[config.mk]
export PLATFORM = sky130hd
export DESIGN_NAME = multicycle_cu
export DESIGN_NICKNAME = d
export VERILOG_FILES = /design/src/rtl/multicycle_cu_pkg.sv /design/src/rtl/multicycle_cu_decoder.sv /design/src/rtl/multicycle_cu.sv
export SDC_FILE = /design/constraint.sdc
export NUM_CORES = 1
export LEC_CHECK = 0
export CAP_MARGIN = 20
export CORE_MARGIN = 8
export CORE_UTILIZATION = 40
export DETAILED_ROUTE_END_ITERATION = 7
export PLACE_DENSITY_LB_ADDON = 0.3
export SETUP_SLACK_MARGIN = 0.1
export SYNTH_ARGS = -nofsm -noshare
export SYNTH_HDL_FRONTEND = slang
export SYNTH_SLANG_ARGS = --single-unit
[constraint.sdc]
create_clock -name clk -period 2.4 [get_ports clk]
set_input_delay 0.48 -clock clk [delete_from_list [all_inputs] [get_ports clk]]
set_output_delay 0.48 -clock clk [all_outputs]
set_load 0.02 [all_outputs]
[src/rtl/multicycle_cu_pkg.sv]
// Shared constants for the multi-cycle control unit: opcodes, function
// codes, one-hot ALU bit positions, next-PC selects and the FSM state type.
package cu_pkg;

  // Primary opcodes (IR[31:26])
  localparam logic [5:0] OP_RTYPE = 6'b000000;
  localparam logic [5:0] OP_J     = 6'b000010;
  localparam logic [5:0] OP_BEQ   = 6'b000100;
  localparam logic [5:0] OP_BNE   = 6'b000101;
  localparam logic [5:0] OP_ADDIU = 6'b001001;
  localparam logic [5:0] OP_ANDI  = 6'b001100;
  localparam logic [5:0] OP_ORI   = 6'b001101;
  localparam logic [5:0] OP_XORI  = 6'b001110;
  localparam logic [5:0] OP_LUI   = 6'b001111;
  localparam logic [5:0] OP_LW    = 6'b100011;
  localparam logic [5:0] OP_SW    = 6'b101011;

  // R-type function codes (IR[5:0])
  localparam logic [5:0] FN_SLL  = 6'b000000;
  localparam logic [5:0] FN_SRL  = 6'b000010;
  localparam logic [5:0] FN_SRA  = 6'b000011;
  localparam logic [5:0] FN_ADD  = 6'b100000;
  localparam logic [5:0] FN_ADDU = 6'b100001;
  localparam logic [5:0] FN_SUB  = 6'b100010;
  localparam logic [5:0] FN_SUBU = 6'b100011;
  localparam logic [5:0] FN_AND  = 6'b100100;
  localparam logic [5:0] FN_OR   = 6'b100101;
  localparam logic [5:0] FN_XOR  = 6'b100110;
  localparam logic [5:0] FN_NOR  = 6'b100111;
  localparam logic [5:0] FN_SLT  = 6'b101010;
  localparam logic [5:0] FN_SLTU = 6'b101011;

  // Bit positions inside the one-hot alu_op bus
  localparam int ALU_ADD  = 0;
  localparam int ALU_SUB  = 1;
  localparam int ALU_SLT  = 2;
  localparam int ALU_SLTU = 3;
  localparam int ALU_AND  = 4;
  localparam int ALU_NOR  = 5;
  localparam int ALU_OR   = 6;
  localparam int ALU_XOR  = 7;
  localparam int ALU_SLL  = 8;
  localparam int ALU_SRL  = 9;
  localparam int ALU_SRA  = 10;
  localparam int ALU_LUI  = 11;
  localparam int ALU_NUM  = 12;

  // Next-PC source selects
  localparam logic [1:0] NPC_SEQ    = 2'b00;
  localparam logic [1:0] NPC_JUMP   = 2'b01;
  localparam logic [1:0] NPC_BRANCH = 2'b10;

  typedef enum logic [2:0] {
    S_IF  = 3'd0,
    S_ID  = 3'd1,
    S_EX  = 3'd2,
    S_MEM = 3'd3,
    S_WB  = 3'd4
  } cu_state_t;

  // Instruction class flags produced by the decoder
  typedef struct packed {
    logic alu;
    logic load;
    logic store;
    logic branch;
    logic br_ne;
    logic jump;
    logic illegal;
  } inst_class_t;

endpackage

[src/rtl/multicycle_cu_decoder.sv]
// Combinational instruction decoder: op/func to class flags, one-hot ALU
// operation and the static datapath selects. Illegal encodings yield all-zero
// alu_op and selects.
module cu_decoder
  import cu_pkg::*;
#(
  parameter int ALU_OP_W = 16
) (
  input  logic [5:0]          op,
  input  logic [5:0]          func,
  output inst_class_t         cls,
  output logic [ALU_OP_W-1:0] alu_op,
  output logic                src1_is_sa,
  output logic                src2_is_imm,
  output logic                imm_zext,
  output logic                dst_is_rt,
  output logic                reg_from_dm
);

  logic [ALU_NUM-1:0] op_oh;

  // Decode op/func into class, ALU one-hot and static selects
  always_comb begin
    cls         = '0;
    op_oh       = '0;
    src1_is_sa  = 1'b0;
    src2_is_imm = 1'b0;
    imm_zext    = 1'b0;
    dst_is_rt   = 1'b0;
    reg_from_dm = 1'b0;
    case (op)
      OP_RTYPE: begin
        cls.alu = 1'b1;
        case (func)
          FN_ADD, FN_ADDU: op_oh[ALU_ADD]  = 1'b1;
          FN_SUB, FN_SUBU: op_oh[ALU_SUB]  = 1'b1;
          FN_AND:          op_oh[ALU_AND]  = 1'b1;
          FN_OR:           op_oh[ALU_OR]   = 1'b1;
          FN_XOR:          op_oh[ALU_XOR]  = 1'b1;
          FN_NOR:          op_oh[ALU_NOR]  = 1'b1;
          FN_SLT:          op_oh[ALU_SLT]  = 1'b1;
          FN_SLTU:         op_oh[ALU_SLTU] = 1'b1;
          FN_SLL: begin
            op_oh[ALU_SLL] = 1'b1;
            src1_is_sa     = 1'b1;
          end
          FN_SRL: begin
            op_oh[ALU_SRL] = 1'b1;
            src1_is_sa     = 1'b1;
          end
          FN_SRA: begin
            op_oh[ALU_SRA] = 1'b1;
            src1_is_sa     = 1'b1;
          end
          default: begin
            cls.alu     = 1'b0;
            cls.illegal = 1'b1;
          end
        endcase
      end
      OP_ADDIU, OP_ANDI, OP_ORI, OP_XORI, OP_LUI: begin
        cls.alu     = 1'b1;
        src2_is_imm = 1'b1;
        dst_is_rt   = 1'b1;
        case (op)
          OP_ANDI: begin
            op_oh[ALU_AND] = 1'b1;
            imm_zext       = 1'b1;
          end
          OP_ORI: begin
            op_oh[ALU_OR] = 1'b1;
            imm_zext      = 1'b1;
          end
          OP_XORI: begin
            op_oh[ALU_XOR] = 1'b1;
            imm_zext       = 1'b1;
          end
          OP_LUI:  op_oh[ALU_LUI] = 1'b1;
          default: op_oh[ALU_ADD] = 1'b1;
        endcase
      end
      OP_LW: begin
        cls.load       = 1'b1;
        op_oh[ALU_ADD] = 1'b1;
        src2_is_imm    = 1'b1;
        dst_is_rt      = 1'b1;
        reg_from_dm    = 1'b1;
      end
      OP_SW: begin
        cls.store      = 1'b1;
        op_oh[ALU_ADD] = 1'b1;
        src2_is_imm    = 1'b1;
      end
      OP_BEQ, OP_BNE: begin
        cls.branch     = 1'b1;
        cls.br_ne      = (op == OP_BNE);
        op_oh[ALU_SUB] = 1'b1;
      end
      OP_J:    cls.jump    = 1'b1;
      default: cls.illegal = 1'b1;
    endcase
  end

  // Upper alu_op bits beyond the defined operations stay zero
  always_comb begin
    alu_op          = '0;
    alu_op[ALU_NUM-1:0] = op_oh;
  end

endmodule

[src/rtl/multicycle_cu.sv]
// Multi-cycle MIPS control unit: sequences IF/ID/EX/MEM/WB around
// req/ready memory handshakes and counts retired instructions.
//
// state | meaning
// IF    | request instruction, latch IR and PC+4 when inst_ready
// ID    | jump completes here, illegal encodings are dropped here
// EX    | ALU step; branches resolve on alu_zero and complete here
// MEM   | data memory access, held until dm_ready
// WB    | register file write, instruction completes
module multicycle_cu
  import cu_pkg::*;
#(
  parameter int ALU_OP_W = 16,
  parameter int CNT_W    = 32
) (
  input  logic                clk,
  input  logic                resetn,
  input  logic [5:0]          op,
  input  logic [5:0]          func,
  input  logic [4:0]          sa,
  input  logic                alu_zero,
  input  logic                inst_ready,
  input  logic                dm_ready,
  output logic                inst_req,
  output logic                ir_we,
  output logic                pc_we,
  output logic [1:0]          npc_sel,
  output logic [ALU_OP_W-1:0] alu_op,
  output logic                src1_is_sa,
  output logic                src2_is_imm,
  output logic                imm_zext,
  output logic                dst_is_rt,
  output logic                reg_we,
  output logic                reg_from_dm,
  output logic                dm_req,
  output logic                dm_we,
  output logic                illegal,
  output logic                retire,
  output logic [CNT_W-1:0]    inst_cnt
);

  cu_state_t   state;
  inst_class_t cls;

  // The shift amount is consumed by the datapath, not by control
  logic unused_sa;
  assign unused_sa = ^sa;

  cu_decoder #(.ALU_OP_W(ALU_OP_W)) u_decoder (
    .op          (op),
    .func        (func),
    .cls         (cls),
    .alu_op      (alu_op),
    .src1_is_sa  (src1_is_sa),
    .src2_is_imm (src2_is_imm),
    .imm_zext    (imm_zext),
    .dst_is_rt   (dst_is_rt),
    .reg_from_dm (reg_from_dm)
  );

  // State sequencing and retired-instruction counter
  always_ff @(posedge clk) begin
    if (!resetn) begin
      state    <= S_IF;
      inst_cnt <= '0;
    end else begin
      if (retire) inst_cnt <= inst_cnt + CNT_W'(1);
      case (state)
        S_IF:  if (inst_ready) state <= S_ID;
        S_ID:  state <= (cls.jump || cls.illegal) ? S_IF : S_EX;
        S_EX: begin
          if (cls.branch)                 state <= S_IF;
          else if (cls.load || cls.store) state <= S_MEM;
          else                            state <= S_WB;
        end
        S_MEM: if (dm_ready) state <= cls.store ? S_IF : S_WB;
        S_WB:  state <= S_IF;
        default: state <= S_IF;
      endcase
    end
  end

  // Strobes from the registered state plus the ready/zero inputs of that state
  always_comb begin
    inst_req = 1'b0;
    ir_we    = 1'b0;
    pc_we    = 1'b0;
    npc_sel  = NPC_SEQ;
    reg_we   = 1'b0;
    dm_req   = 1'b0;
    dm_we    = 1'b0;
    illegal  = 1'b0;
    retire   = 1'b0;
    if (resetn) begin
      case (state)
        S_IF: begin
          inst_req = 1'b1;
          ir_we    = inst_ready;
          pc_we    = inst_ready;
        end
        S_ID: begin
          if (cls.jump) begin
            pc_we   = 1'b1;
            npc_sel = NPC_JUMP;
            retire  = 1'b1;
          end else if (cls.illegal) begin
            illegal = 1'b1;
          end
        end
        S_EX: begin
          if (cls.branch) begin
            pc_we   = cls.br_ne ? ~alu_zero : alu_zero;
            npc_sel = NPC_BRANCH;
            retire  = 1'b1;
          end
        end
        S_MEM: begin
          dm_req = 1'b1;
          dm_we  = cls.store;
          retire = dm_ready && cls.store;
        end
        S_WB: begin
          reg_we = 1'b1;
          retire = 1'b1;
        end
        default: ;
      endcase
    end
  end

endmodule
==> results of run 1 <==
==> cells by family (layout without fill, tap and decap cells) <==
| family | count (synthesis) | count (layout) | synth area share (%) |
|---|---|---|---|
| mux | 28 | 28 | 10.5 |
| buf+inv | 31 | 148 | 5.60 |
| fa+ha+maj | 1 | 1 | 0.467 |
| xor+xnor | 1 | 1 | 0.327 |
| simple gates | 171 | 171 | 38.0 |
| other cells | 1 | 4 | 0.140 |
| compound gates | 65 | 65 | 18.9 |
| flops | 35 | 35 | 26.1 |
==> layout make-up <==
type,count,area [um2],area share (%)
timing repair buffer,128,1050,26.8
multi-input combinational,270,1940,49.4
tap,80,100,2.55
inverter,12,45.0,1.15
clock inverter,2,12.5,0.318
sequential,35,702,17.9
clock buffer,6,72.6,1.85
==> repair_timing <==
action	CTS	global route
buffers inserted	3	6
setup endpoints to repair	29	20
gates resized for setup	114	24
pin swaps	12	10
==> state kept, by name, summed over array words and instances, names as in the netlist <==
signal and flops:
inst_cnt 32, state 3
==> worst reg2reg max path: cells and delay by family (launching register included) <==
family	cells	cell delay (ns)
AND/OR/NAND/NOR	3	0.77
flip-flops	1	0.44
AO/OA/AOI/OAI	1	0.33
multiplexers	1	0.21
==> placed cells by master, fill, tap and decap left out, drive strengths merged, types with 3 or more instances in the layout <==
cell / instances
nand2: 52
nand4: 12
clkdlybuf4s15: 6
a211oi: 7
a21boi: 3
nor3: 13
clkdlybuf4s50: 34
mux2i: 28
buf: 71
nor2: 21
nor3b: 3
a21oi: 30
and2: 6
conb: 4
clkbuf: 8
nand2b: 28
inv: 12
dlygate4sd2: 14
nand3: 17
dfxtp: 35
and3: 5
o21ai: 6
==> synthesized netlist by cell type, types with 2 or more instances <==
cell type   n  area, um2
and3_1      5       31.3
nand4_1     8       50.1
nand4_2     2       25.0
nand4_4     2       42.5
nor2_1     18       67.6
clkbuf_1    9       33.8
a21oi_1    30        150
nor3_2      2       20.0
o32ai_1     2       17.5
o21ai_0     5       25.0
nor3b_1     3       22.5
nand3_2     3       30.0
a21o_1      2       15.0
or3_1       2       12.5
a211oi_2    7       87.6
o21a_1      2       15.0
nand3_1    14       70.1
mux2i_1    28        280
inv_1      12       45.0
and2_1      6       37.5
nor2b_1     2       12.5
nand2_1    52        195
nand3b_1    2       15.0
a21boi_0    3       22.5
dfxtp_1    35        701
nor2_8      2       40.0
nand2b_1   28        175
buf_2       3       15.0
buf_4       6       45.0
nor3_1     10       50.1
o211ai_4    2       42.5
==> worst paths after layout <==
| kind | start | endpoint | slack (ns) | cells past startpoint |
|---|---|---|---|---|
| min | inst_cnt[31] | inst_cnt[31] | 0.48 | 2 |
| max reg2reg | inst_cnt[2] | inst_cnt[29] | 0.58 | 5 |
| max | func[5] | illegal | 0.13 | 7 |
| min reg2reg | inst_cnt[31] | inst_cnt[31] | 0.48 | 2 |
==> metal layers <==
| layer | wire length (um) | vias up |
|---|---|---|
| li1 | - | 1422 |
| met1 | 3480 | 1300 |
| met2 | 3930 | 68 |
| met3 | 402 | 11 |
| met4 | 110 | 0 |
| met5 | 0 | - |
==> through the flow <==
step	std cells	setup TNS (ns)	total power [uW]
after floorplan	336	0	710
after global placement	516	-14.54	805
after detailed placement	516	-16.64	810
after CTS	527	-0.0688	1240
after global routing	533	0	1300
final	533	0	1240
==> where the power goes <==
part | switching [uW] | total, uW | internal (uW) | leakage (uW)
Sequential | 1.62 | 583 | 582 | 0.000283
Clock | 230 | 433 | 203 | 0.0000412
Combinational | 123 | 224 | 101 | 0.00125
==> results_dict.tcl, run 1 <==
set metrics [dict create \
    io_buffers 75 \
    fmax_ghz 0.441 \
    ant_nets 0 \
    fillers 596 \
    synthToLayoutAreaGrowth_pct 46.6 \
    nets 475 \
    vias 2801 \
    cp-start-kind "input port" \
    ios 85 \
    use_met2_pct 28.8 \
    synth_enable_flop_cells 0 \
    tightest_slew_ns 0.507 \
    ir_drop_v 0.000279 \
    timing.critical_path.to_type "primary output" \
    p_leak_uw 0.00157 \
    finalWorstSetupSlack_ns 0.134 \
    avgSynthCellArea_um2 8.05 \
    cts_tree "built" \
    crit_arrival_ns 1.79 \
    cts.sinks 35 \
    synthesis.area_um2 2680 \
    rows 30 \
    clk_pin_slew_ns 0.07 \
    hpwl_mm 6.02 \
    maxCapViolCount 0 \
    core_area_um2 6640 \
    dr.first_iter.drc_count 121 \
    synth_seq_area_share_pct 26.1 \
    cts_buffers 5 \
    grt_use_met1_pct 18.9 \
    cp_cell_sequence "clkdlybuf4s15_1, nor2b_4, a311o_1, a21oi_2, nor3_2, nor4_2, buf_4" \
    max_stage_delay_ns 0.30 \
    synthFlopType "dfxtp_1" \
    async_reset_ff_share_pct 0 \
    period_share_pct 94.4 \
    rsz0062_at_grt "yes" \
    drc_errors 0 \
    initial_core_util_pct 40.3 \
    grt_usage_pct 16.4 \
    cp_top_family "compound AO/OA/AOI/OAI gates" \
    grt_pass1_vias 2758 \
    netlist_instances 333 \
    routabilityCongestion 0.854 \
    post-route-util_pct 59.1 \
    placed_area_um2 3770 \
    cts_buffer_depth 2 \
    cp_max_fo 3 \
    diodes 0 \
    finClkSkew_ns 0.00526 \
    firstDrtPassIters 4 \
    holdWs_ns 0.481 \
    htreeDepth 2 \
    grt_overflow 0 \
    fin_crit_ns 2.27 \
    slew_headroom_pct 66.2 \
    grt_most_used_layer "met2" \
    synth_cell_types 57 \
    holdBufCountCts 0 \
    drv_slew 0 \
    wirelength_mm 7.92 \
    die_y_um 97.9 \
    hold_path_class "reg -> reg" \
    antenna_found_initial 0 \
    required_ns 1.92 \
    dieWidth_um 97.9 \
    viasPerCell 5.26 \
    dp_slack_ns -0.780 \
    path_class "in -> out" \
    setup_viol 0 \
    status "finished, final reports clean" \
    clockRootBuffer "clkbuf_8" \
    grt_pass1_wl_mm 13.2 \
    gr-usage-met3_pct 4.13 \
    synth_warnings 0 \
    ys_ff_latch 35 \
    insertion_delay_ns 0.29 \
    critical_path_buf_inv_count 2 \
    power_density_nw_per_um2 316 \
    fin_area_um2 3930 \
    finalHoldViolCount 0 \
    die_area_um2 9580 \
    slowest_stage "a311o_1" \
    grt_max_degree 55 \
    drive_gt1_share_pct 29.4 \
    routedWlPerCell_um 14.9 \
]
(Power assumes the default switching activity.)
==> run 2, diff against run 1 <==
- CORE_UTILIZATION: 40 -> 47
==> results_dict.tcl, run 2 (synthesis gave the netlist of run 1 again) <==
set metrics [dict create \
    slowest_stage "clkdlybuf4s50_1" \
    htreeDepth 2 \
    core_area_um2 5510 \
    hpwl_mm 6.09 \
    vias 2868 \
    ir_drop_v 0.000237 \
    dr.first_iter.drc_count 183 \
    cts_buffers 5 \
    dp_slack_ns -0.685 \
    cts_buffer_depth 2 \
    io_buffers 75 \
    swShare_pct 27.6 \
    rr_endpoint "inst_cnt[9]" \
    internal_power_uw 921 \
    layout_common_cells "51 x nand2_1, 46 x buf_4, 35 x clkdlybuf4s50_1" \
    status "finished, final reports clean" \
    rows 27 \
    p_clk_share_pct 36.2 \
    finalWorstSetupSlack_ns 0.137 \
    die_area_um2 8380 \
    cp_cell_sequence "clkdlybuf4s50_1, nor2b_4, a41oi_2, a2111oi_2, buf_4" \
    setup_viol 0 \
    cts.sinks 35 \
    timing.setup.tns_ns 0 \
    cts_tree "built" \
    hp-start "inst_cnt[31]" \
    grt_overflow 0 \
    whs_path_depth 2 \
    grt_usage_pct 18.5 \
    insertion_delay_ns 0.29 \
    routabilityCongestion 0.907 \
    routedWlPerCell_um 15.5 \
    crit_arrival_ns 1.78 \
    wirelength_mm 8.07 \
    firstDrtPassIters 5 \
    largestRegisters "inst_cnt x32, state x3" \
    power_density_nw_per_um2 324 \
    register_area_um2 702 \
    combPwrFrac_pct 17.9 \
    antenna_found_initial 0 \
    hold_path_class "reg -> reg" \
    finalHoldViolCount 0 \
    drive_gt1_share_pct 29.1 \
    multi_input_area_um2 1920 \
    required_ns 1.92 \
    p_switching_uw 351 \
    clk_pin_slew_ns 0.08 \
    holdWs_ns 0.475 \
    maxCapViolCount 0 \
    drv_slew 0 \
    timing.critical_path.to_type "primary output" \
    cp-start-kind "input port" \
    final_common_cell "nand2_1" \
    r2r_cells 5 \
    path_class "in -> out" \
    hold_end "inst_cnt[31]" \
    fillers 437 \
    drc_errors 0 \
    critical_path_buf_inv_count 2 \
    period_share_pct 94.3 \
    cp_max_fo 2 \
    power_frac_seq_pct 45.9 \
    max_stage_delay_ns 0.50 \
    timing.rr.start "inst_cnt[2]" \
    reg2reg_slack_ns 0.58 \
    viasPerCell 5.49 \
    die_y_um 91.5 \
    grt_pass1_wl_mm 13.0 \
    fin_crit_ns 2.26 \
    cp_top_family "buffers and inverters" \
    synthToLayoutAreaGrowth_pct 46.4 \
    grt_pass1_vias 2638 \
    initial_core_util_pct 48.7 \
    post-route-util_pct 71.3 \
    diodes 0 \
    grt_max_degree 37 \
    finClkSkew_ns 0.0122 \
    holdBufCountCts 0 \
    clockRootBuffer "clkbuf_8" \
    ios 85 \
    nets 472 \
    ant_nets 0 \
    largest-register "inst_cnt" \
    rsz0062_at_grt "yes" \
    largest_reg_flops 32 \
    fmax_ghz 0.442 \
    p_leak_uw 0.00156 \
    dieWidth_um 91.5 \
]
-- run 2: changes by cell type in the layout (fill, tap and decap cells not counted), sizes merged --
cell	previous run	this run
dlygate4sd2	14	8
clkdlybuf4s15	6	10
buf	71	69
clkbuf	8	7
clkdlybuf4s50	34	35
dlymetal6s2s	1	2
-- run 2: worst reg2reg max path: cells and delay by family (launching register included) --
| family | cells | cell delay [ns] |
|---|---|---|
| compound gates | 1 | 0.28 |
| flops | 1 | 0.45 |
| mux | 1 | 0.22 |
| simple gates | 3 | 0.80 |
-- run 2: metrics by stage --
stage          cell area [um2]  instances  power (uW)
2_1_floorplan             2700        336         710
3_3_place_gp              3770        509         807
3_5_place_dp              3770        509         812
4_1_cts                   3870        520        1270
5_1_grt                   3920        522        1320
6_report                  3920        522        1270
-- run 2: routing by layer --
layer	share of wire, %	vias up	routed length, um	GRT usage [%]
met4	0.84	0	68	4.77
met1	43	1352	3490	23.2
met2	50	97	4020	30.6
met5	0	-	0	0
li1	-	1411	-	-
met3	6.2	8	500	4.69
-- run 2: worst max path at each step --
stage / start / to / slack [ns] / depth (start not counted)
5_1_grt: inst_ready / pc_we / 0.03 / 5
6_report: inst_ready / pc_we / 0.14 / 5
3_5_place_dp: func[3] / illegal / -0.68 / 7
2_1_floorplan: op[5] / pc_we / 0.05 / 5
3_3_place_gp: op[0] / alu_op[4] / -0.63 / 7
4_1_cts: op[4] / pc_we / 0.05 / 6
-- run 2: power by group through the flow --
stage               Clock, uW  Combinational, uW  Sequential [uW]
floorplan                   0                114              596
global placement            0                211              596
detailed placement          0                216              597
CTS                       469                219              583
global route              493                246              584
finish                    460                228              583
-- run 2: area by class of cell --
type                       instances  area share, %
clock buffer                       6           2.10
clock inverter                     2          0.415
inverter                          12           1.15
multi-input combinational        270           49.0
sequential                        35           17.9
tap                               72           2.30
timing repair buffer             125           27.1
-- run 2: timing repair --
item / in CTS / in global routing
resized for setup: 130 / 16
pin swaps: 8 / 7
endpoints found under the setup margin: 26 / 19
buffers inserted: 3 / 2
hold endpoints to repair: 0 / 0
==> run 3, diff against run 2 <==
- SETUP_SLACK_MARGIN: 0.1 -> default
- SLEW_MARGIN: default -> 20
==> results_dict.tcl, run 3 (synthesis gave the netlist of run 1 again) <==
set metrics [dict create \
    grt_usage_pct 19.0 \
    viasPerCell 5.43 \
    maxCapViolCount 0 \
    required_ns 1.92 \
    largest-register "inst_cnt" \
    dieWidth_um 91.5 \
    firstDrtPassIters 4 \
    grt_pass1_vias 2691 \
    timing.critical_path.to_type "primary output" \
    routedWlPerCell_um 15.6 \
    wirelength_mm 8.15 \
    holdBufCountCts 0 \
    grt_pass1_wl_mm 13.3 \
    dr.first_iter.drc_count 149 \
    largestRegisters "inst_cnt x32, state x3" \
    core_area_um2 5510 \
    finalHoldViolCount 0 \
    grt_max_degree 37 \
    placed_area_um2 3760 \
    synthToLayoutAreaGrowth_pct 45.7 \
    place_inst 509 \
    timing.rr.start "state[1]" \
    ant_nets 0 \
    internal_power_uw 919 \
    whs_path_depth 2 \
    cts_tree "built" \
    slowest_stage "dlygate4sd2_1" \
    drv_slew 0 \
    ir_drop_v 0.000368 \
    cts_buffer_depth 2 \
    diodes 0 \
    path_class "in -> out" \
    period_share_pct 98.6 \
    crit_arrival_ns 1.89 \
    power_frac_seq_pct 45.6 \
    clockRootBuffer "clkbuf_8" \
    clk_pin_slew_ns 0.08 \
    antenna_found_initial 0 \
    cp_max_fo 6 \
    layout_common_cells "51 x nand2_1, 51 x buf_4, 39 x clkdlybuf4s50_1" \
    routabilityCongestion 0.882 \
    cp_cell_sequence "dlygate4sd2_1, buf_4, a21oi_1, o31a_1, o21a_1, nor3_1, nor4_1, buf_2" \
    power_density_nw_per_um2 328 \
    io_buffers 75 \
    cts_buffers 5 \
    finalWorstSetupSlack_ns 0.0337 \
    drc_errors 0 \
    final_cell_count_no_fill 521 \
    die_area_um2 8380 \
    max_stage_delay_ns 0.29 \
    initial_core_util_pct 48.7 \
    fin_crit_ns 2.37 \
    hpwl_mm 6.20 \
    grt_overflow 0 \
    p_switching_uw 360 \
    htreeDepth 2 \
    finClkSkew_ns 0.0114 \
    rows 27 \
    setup_viol 0 \
    nets 471 \
    ios 85 \
    cts.sinks 35 \
    fin_area_um2 3900 \
    r2r_cells 7 \
    swShare_pct 28.1 \
    critPathLaunch "op[0]" \
    combPwrFrac_pct 17.8 \
    fmax_ghz 0.423 \
    dp_slack_ns -0.691 \
    rsz0062_at_grt "yes" \
    p_leak_uw 0.00155 \
    hold_path_class "reg -> reg" \
    cp-start-kind "input port" \
    drive_gt1_share_pct 26.9 \
    hp-start "inst_cnt[31]" \
    largest_reg_flops 32 \
    p_clk_share_pct 36.6 \
    status "finished, final reports clean" \
    vias 2830 \
    die_y_um 91.5 \
    insertion_delay_ns 0.30 \
    report.power.total_uw 1280 \
]
==> run 3: changes by cell type in the layout (fill, tap and decap cells not counted), moves of 2 or more <==
cell | before | now
buf_2 | 16 | 11
buf_4 | 46 | 51
buf_6 | 7 | 2
clkdlybuf4s50_1 | 35 | 39
clkdlybuf4s15_2 | 8 | 6
==> run 3: critical path, delay by kind of cell <==
kind,cells,cell delay (ns)
buffers and inverters,3,0.70
AO/OA/AOI/OAI,3,0.44
AND/OR/NAND/NOR,2,0.26
==> run 3: worst paths after layout <==
path	endpoint	slack, ns
min reg2reg	inst_cnt[31]	0.47
max reg2reg	inst_cnt[24]	0.47
min	inst_cnt[31]	0.47
max	illegal	0.03
==> run 3: per-stage QoR <==
stage,hold WS (ns),utilization [%],setup TNS (ns)
2_1_floorplan,0.540,-,0
3_3_place_gp,0.455,68.4,-13.58
3_5_place_dp,0.469,68.4,-15.16
4_1_cts,0.479,70.3,0
5_1_grt,0.512,70.9,-0.0893
6_report,0.472,70.9,0
==> run 3: timing repair <==
action | in CTS | in global routing
hold endpoints to repair | 0 | 0
pin swaps | 8 | 6
setup buffers | 4 | 0
cloned | 0 | 0
gates resized for setup | 103 | 19
setup endpoints to repair | 23 | 17
==> run 3: area by class of cell <==
cell class	instances	area [um2]
clock buffers	6	82.6
clock inverters	2	16.3
flip-flops and latches	35	701
well taps	72	90.1
inverters	12	45.0
multi-input cells	270	1920
repair buffers	124	1050
fillers	450	1600
==> run 3: metal layers <==
layer	vias up	share of wire, %	track usage [%]
met2	82	48	32.1
met1	1317	45	23.4
met5	-	0	0
met4	0	1.6	5.59
li1	1417	-	-
met3	14	5.6	4.28
==> run 3: power by group through the flow <==
stage	sequential, uW	combinational (uW)	clock (uW)
2_1_floorplan	596	113	0
3_3_place_gp	596	213	0
3_5_place_dp	596	218	0
4_1_cts	583	221	478
5_1_grt	583	247	503
6_report	583	227	469
